==> src/rtl/pbit_sched_pkg.sv <==
// Shared constants and state type for the p-bit group sequencer.
// The group-enable LUT uses the same NUM_GROUPS / GROUP_W.
package pbit_sched_pkg;

    localparam int NUM_GROUPS = 5;
    localparam int GROUP_W    = 3;

    typedef enum logic [1:0] {
        IDLE,
        RUN,
        DONE
    } sched_state_t;

endpackage

==> src/rtl/pbit_group_scheduler.sv <==
// Steps the colour-group select through dwell-timed sweeps,
// counts sweeps, strobes sample capture and flags completion.
module pbit_group_scheduler #(
    parameter int NUM_GROUPS = pbit_sched_pkg::NUM_GROUPS,
    parameter int GROUP_W    = pbit_sched_pkg::GROUP_W,
    parameter int DWELL_W    = 8,
    parameter int SWEEP_W    = 16
) (
    input  logic               clk,
    input  logic               rst,
    input  logic               start,
    input  logic               abort,
    input  logic [DWELL_W-1:0] dwell_cycles,
    input  logic [SWEEP_W-1:0] num_sweeps,
    output logic [GROUP_W-1:0] group_EN,
    output logic               group_valid,
    output logic               busy,
    output logic               sample_strobe,
    output logic [SWEEP_W-1:0] sweep_cnt,
    output logic               done
);

    import pbit_sched_pkg::*;

    localparam logic [GROUP_W-1:0] LAST_GRP = GROUP_W'(NUM_GROUPS - 1);

    sched_state_t       state_q, state_d;
    logic [GROUP_W-1:0] grp_q, grp_d;
    logic [DWELL_W-1:0] dwell_q, dwell_d;
    logic [DWELL_W-1:0] dlen_q, dlen_d;
    logic [SWEEP_W-1:0] nsw_q, nsw_d;
    logic [SWEEP_W-1:0] cnt_q, cnt_d;
    logic [SWEEP_W-1:0] cnt_inc;
    logic [DWELL_W-1:0] dlen_start;
    logic               strobe_d;
    logic               done_d;

    logic [GROUP_W-1:0] group_en_d;
    logic               valid_d;
    logic               busy_d;

    always_ff @(posedge clk) begin
        if (rst) begin
            state_q <= IDLE;
            grp_q   <= '0;
            dwell_q <= '0;
            dlen_q  <= '0;
            nsw_q   <= '0;
            cnt_q   <= '0;
        end else begin
            state_q <= state_d;
            grp_q   <= grp_d;
            dwell_q <= dwell_d;
            dlen_q  <= dlen_d;
            nsw_q   <= nsw_d;
            cnt_q   <= cnt_d;
        end
    end

    assign dlen_start = (dwell_cycles == '0) ? DWELL_W'(1) : dwell_cycles;
    assign cnt_inc    = (cnt_q == '1) ? cnt_q : cnt_q + 1'b1;

    always_comb begin
        state_d  = state_q;
        grp_d    = grp_q;
        dwell_d  = dwell_q;
        dlen_d   = dlen_q;
        nsw_d    = nsw_q;
        cnt_d    = cnt_q;
        strobe_d = 1'b0;
        done_d   = 1'b0;
        unique case (state_q)
            IDLE: begin
                if (start && !abort) begin
                    dlen_d  = dlen_start;
                    nsw_d   = num_sweeps;
                    cnt_d   = '0;
                    dwell_d = dlen_start - 1'b1;
                    grp_d   = '0;
                    state_d = RUN;
                end
            end
            RUN: begin
                if (abort) begin
                    grp_d   = '0;
                    state_d = IDLE;
                end else if (dwell_q != '0) begin
                    dwell_d = dwell_q - 1'b1;
                end else if (grp_q != LAST_GRP) begin
                    grp_d   = grp_q + 1'b1;
                    dwell_d = dlen_q - 1'b1;
                end else begin
                    // sweep boundary: count it, then finish or wrap
                    cnt_d    = cnt_inc;
                    strobe_d = 1'b1;
                    grp_d    = '0;
                    dwell_d  = dlen_q - 1'b1;
                    if (nsw_q != '0 && cnt_inc == nsw_q) begin
                        state_d = DONE;
                        done_d  = 1'b1;
                    end
                end
            end
            DONE: begin
                state_d = IDLE;
            end
            default: begin
                state_d = IDLE;
                grp_d   = '0;
            end
        endcase
    end

    always_comb begin
        valid_d    = (state_d == RUN);
        busy_d     = (state_d == RUN);
        group_en_d = (state_d == RUN) ? grp_d : '0;
    end

    always_ff @(posedge clk) begin
        if (rst) begin
            group_EN      <= '0;
            group_valid   <= 1'b0;
            busy          <= 1'b0;
            sample_strobe <= 1'b0;
            sweep_cnt     <= '0;
            done          <= 1'b0;
        end else begin
            group_EN      <= group_en_d;
            group_valid   <= valid_d;
            busy          <= busy_d;
            sample_strobe <= strobe_d;
            sweep_cnt     <= cnt_d;
            done          <= done_d;
        end
    end

endmodule
==> config.mk <==
export PLATFORM = sky130hd
export DESIGN_NAME = pbit_group_scheduler
export DESIGN_NICKNAME = d
export VERILOG_FILES = /design/src/rtl/pbit_sched_pkg.sv /design/src/rtl/pbit_group_scheduler.sv
export SDC_FILE = /design/constraint.sdc
export NUM_CORES = 1
export LEC_CHECK = 0
export BUFFER_PORTS_ARGS = -buffer_cell sky130_fd_sc_hd__buf_2
export CAP_MARGIN = 20
export CORE_AREA = 2 2 85 87
export CTS_CLUSTER_SIZE = 20
export DETAILED_ROUTE_END_ITERATION = 12
export DIE_AREA = 0 0 87 89
export MAX_ROUTING_LAYER = met4
export PLACE_DENSITY = 0.77
export SYNTH_ARGS = -nofsm -noshare
export SYNTH_HDL_FRONTEND = slang
export SYNTH_SLANG_ARGS = --single-unit
==> constraint.sdc <==
create_clock -name clk -period 2.8 [get_ports clk]
set_input_delay 0.28 -clock clk [delete_from_list [all_inputs] [get_ports clk]]
set_output_delay 0.28 -clock clk [all_outputs]
set_load 0.02 [all_outputs]
=== Word-level counts from Yosys, hierarchy flattened ===
Cells that the tools add are included.

* Register bits after elaboration: 59
* Input port bits: 28
* Logic and storage cells: 65

* Add/subtract/negate cells: 5
* Eq/ne operators: 10
* Muxes and demuxes: 24
* Bitwise operators: 2
* Reduce and logical (&&, ||, !) cells: 14

{| class="wikitable"
|+ Operators with widths
! kind !! count
|-
| 16-bit two-way mux || 5
|-
| 8-bit two-way mux || 4
|-
| 16-bit case mux with 2 select lines || 1
|-
| 8-bit by 1-bit subtractor with 8-bit output (second input constant) || 3
|-
| 16-bit by 1-bit adder with 16-bit output (second input constant) || 1
|-
| 16-bit equality test || 1
|-
| 16-bit equality test (second input constant) || 1
|-
| 8-bit case mux with 2 select lines || 1
|-
| 16-bit nonzero test || 1
|-
| 3-bit two-way mux || 4
|-
| 2-bit two-way mux || 5
|-
| 3-bit case mux with 3 select lines || 1
|-
| 8-bit logical NOT || 1
|-
| 2-bit inequality test (second input constant) || 4
|-
| 8-bit nonzero test || 1
|-
| 5-bit AND reduction || 1
|-
| 5-bit OR reduction || 1
|-
| 2-bit by 1-bit equality test with 1-bit output (second input constant) || 2
|-
| 2-bit case mux with 2 select lines || 1
|-
| 4-bit OR reduction || 1
|-
| 3-bit by 1-bit adder with 3-bit output (second input constant) || 1
|-
| 3-bit inequality test (second input constant) || 1
|-
| 3-bit AND reduction || 1
|-
| 2-bit equality test (second input constant) || 1
|-
| 8 further kinds || 11
|}

=== Depth between registers and ports, before layout ===
* Depth in word-level cells: 12
* Mapped depth: 11
* Gate-level depth less buffers: 10

=== Least setup slack after synthesis ===
Ideal clock, no wire load.

* Path type: register to register
* Start point: reg sweep_cnt[0] (netlist name)
* End point: reg done
* Setup time: 0.060 ns
* Arrival time: 2.644 ns
* Data required time: 2.740 ns
* Path slack: 0.096 ns
* Cell stages (with the launch flop): 10
* Buffers on the path: 1
* Period minus slack after synthesis: 2.704 ns
* Path through: dfxtp_1 ha_1 and3_2 buf_6 nand4_4 and3_4 a22o_1 or4_4 nor4_4 and3_1

{| class="wikitable"
|+ RTL lines
! element !! line !! source
|-
| to (signal assigned) || pbit_group_scheduler.sv:134 || <nowiki>done <= done_d;</nowiki>
|-
| to (decl) || pbit_group_scheduler.sv:20 || <nowiki>output logic done</nowiki>
|}

==> impl_metrics.tcl <==
set metrics [dict create \
    yosysSeqAreaShare_pct 35.6 \
    crit_type "flip-flop to flip-flop" \
    reg2reg_from "sweep_cnt[1]" \
    cts_root_buf "clkbuf_8" \
    rows 30 \
    nNetsFinal 519 \
    io_pins 51 \
    antenna_cells 0 \
    yosysMostFrequentCell "nand2_1" \
    clock_latency_ns 0.34 \
    finalWirelength_mm 9.28 \
    synthToLayoutAreaGrowth_pct 17.5 \
    initial_core_util_pct 49.3 \
    clk_pin_slew_ns 0.07 \
    critPathTopFamily "simple AND/OR/NAND/NOR gates" \
    drtIter0Drc 208 \
    startpoint "sweep_cnt[1]" \
    port_buffers 50 \
    worstRegToRegCells 8 \
    synth_top_family_by_area "simple AND/OR/NAND/NOR gates" \
    worst-path-buf-inv 0 \
    drive_gt1_share_pct 20.5 \
    instances_no_fill 572 \
    ys_types 53 \
    worst_pin_slew_ns 0.883 \
    synth_xor_area_share_pct 6.61 \
    maxSlewViolCount 0 \
    synth_top_area_share_pct 35.6 \
    ys.flop_type "dfxtp_1" \
    gp_congestion 1.01 \
    period_needed_ns 2.56 \
    fmax_mhz 391 \
    synth_cells 430 \
    die-height_um 89 \
    startpoint_type "flip-flop" \
    arrival_ns 2.84 \
    min_path_cells 3 \
    die-area_um2 7740 \
    fin_crit_sh_pct 91.3 \
    drt-vias-per-instance 5.93 \
    cp_common_cell "nor4_1" \
    grt_pass1_vias 2976 \
    fin_skew_ns 0.00735 \
    fp.coreArea_um2 6720 \
    rsz0062_at_grt "false" \
    setup_viol_count_final 0 \
    place_hpwl_mm 6.83 \
    cts_tree "done" \
    min_from "num_sweeps[15]" \
    cpPeakStageDelay_ns 0.49 \
    die_w_um 87 \
    synth_area_um2 3310 \
    cts_max_level 3 \
    grt_pass1_wl_mm 15.1 \
    clkSinkCount 59 \
    synth.area.top_cells "dfxtp_1, nand2_1, a21oi_1" \
    synth_mux_area_share_pct 0.604 \
    endpoint_kind "flip-flop" \
    synth-edff-count 0 \
    hold_violations 0 \
    hp-class "input pin to flip-flop" \
    synth_common_cells "nand2_1, dfxtp_1, a21oi_1" \
    synth_nets 462 \
    drc_errors 0 \
    syn_avg_cell_area_um2 7.71 \
    synth-simple-area-share_pct 31.0 \
    synthArstFlopShare_pct 0 \
    grt_max_degree 30 \
    status "completed" \
    yosysWarnings 0 \
    powerDensity_nw_per_um2 503 \
    drv_cap 0 \
    dr.pass1.iters 5 \
    cp.required_ns 3.09 \
    tns_ns 0 \
    grtUsageTotal_pct 26.0 \
    synth_fa_ha_area_share_pct 1.51 \
    ant_nets 0 \
    synth_top_area_cell "dfxtp_1" \
    dp.cells 556 \
    path_cells "ha_1 -> nand3_2 -> nor4_1 -> nor3b_1 -> nor4_1 -> o2111ai_1 -> nor4_4 -> and3_1" \
    grt_overflow 0 \
    cp_max_fo 6 \
    antenna_found_initial 0 \
    irDropWorstVdd_mv 0.246 \
    cts_buffers 9 \
    relSlewSlack_pct 41.0 \
    critPathSlowestCell "nor4_1" \
    p_leak_nw 1.50 \
    ys_ff_latch 59 \
    vias 3393 \
    post-cts-setup-buffers 0 \
    cts.path.max_buffers 2 \
    synth-compound-area-share_pct 19.1 \
    crit_cells 8 \
    drt-wirelength-per-cell_um 16.2 \
]
## where the power goes
part	total (W)	internal (W)	switching, W
logic	0.000266	0.000108	0.000158
clock network	0.000796	0.000462	0.000335
registers	0.000899	0.000869	0.0000297
## metrics by stage
stage / worst slack [ns] / util [%] / hold slack (ns) / instance area (um2) / power, W
finish: 0.245 / 58.0 / 0.173 / 3890 / 0.00196
global route: 0.0170 / 58.0 / 0.179 / 3890 / 0.00205
CTS: 0.260 / 57.9 / 0.165 / 3890 / 0.00197
detailed placement: 0.289 / 54.8 / 0.450 / 3680 / 0.00118
global placement: 0.298 / 54.8 / 0.443 / 3680 / 0.00117
floorplan: 0.0961 / - / 0.416 / 3310 / 0.00108
## metal layers
layer | share of wire [%] | up-vias | track usage, %
met5 | 0 | - | -
li1 | - | 1661 | -
met1 | 47 | 1580 | 35.3
met3 | 6.3 | 17 | 4.34
met2 | 44 | 135 | 38.2
met4 | 1.8 | 0 | 10.7
## layout make-up
| type | count | area [um2] |
|---|---|---|
| clock inverter | 3 | 46.3 |
| multi-input combinational | 338 | 1960 |
| sequential | 59 | 1180 |
| tap | 80 | 100 |
| inverter | 4 | 15.0 |
| timing repair buffer | 75 | 438 |
| fill | 628 | 2820 |
| clock buffer | 13 | 159 |
## cell families (layout without fill, tap and decap cells)
kind of cell / count (synthesis) / after routing
simple gates: 200 / 200
mux: 2 / 2
xor+xnor: 25 / 25
compound gates: 107 / 107
buf+inv: 33 / 95
flops: 59 / 59
fa+ha+maj: 4 / 4
## cell usage in the layout (no fill, tap or decap), types with 6 or more instances in the layout
cell type  synthesis  final
nand2_1           70     70
dfxtp_1           59     59
a21oi_1           50     50
buf_2              0     50
nor2_1            45     45
buf_4              6     25
o21ai_0           17     17
xnor2_1           15     15
nor3_1            14     14
nor4_1            13     12
a31oi_1           11     11
nand3_1           11     11
clkbuf_8           0     11
xor2_1            10     10
a211oi_1           9      9
nand4_1            8      8
and3_1             6      6
## what timing repair did
action / in CTS / in global routing
hold buffers: 0 / 0
gates resized for setup: 0 / 1
setup endpoints to repair: 0 / 1
## state kept, by name (all words and copies together), names as in the netlist
signal	cells
dwell_q	8
done	1
busy	1
dlen_q	8
grp_q	3
state_q	2
nsw_q	16
group_EN	3
sweep_cnt	16
sample_strobe	1
## path summary, 6_finish.rpt
check | to | slack, ns
max | state_q[1] | 0.24
max reg2reg | state_q[1] | 0.24
min reg2reg | dlen_q[7] | 0.46
min | nsw_q[15] | 0.17
## worst min-delay path: stages
cell and delay, ns:
buf_2 0.09, nand2_1 0.04, a21oi_1 0.05
(Power assumes the default switching activity.)
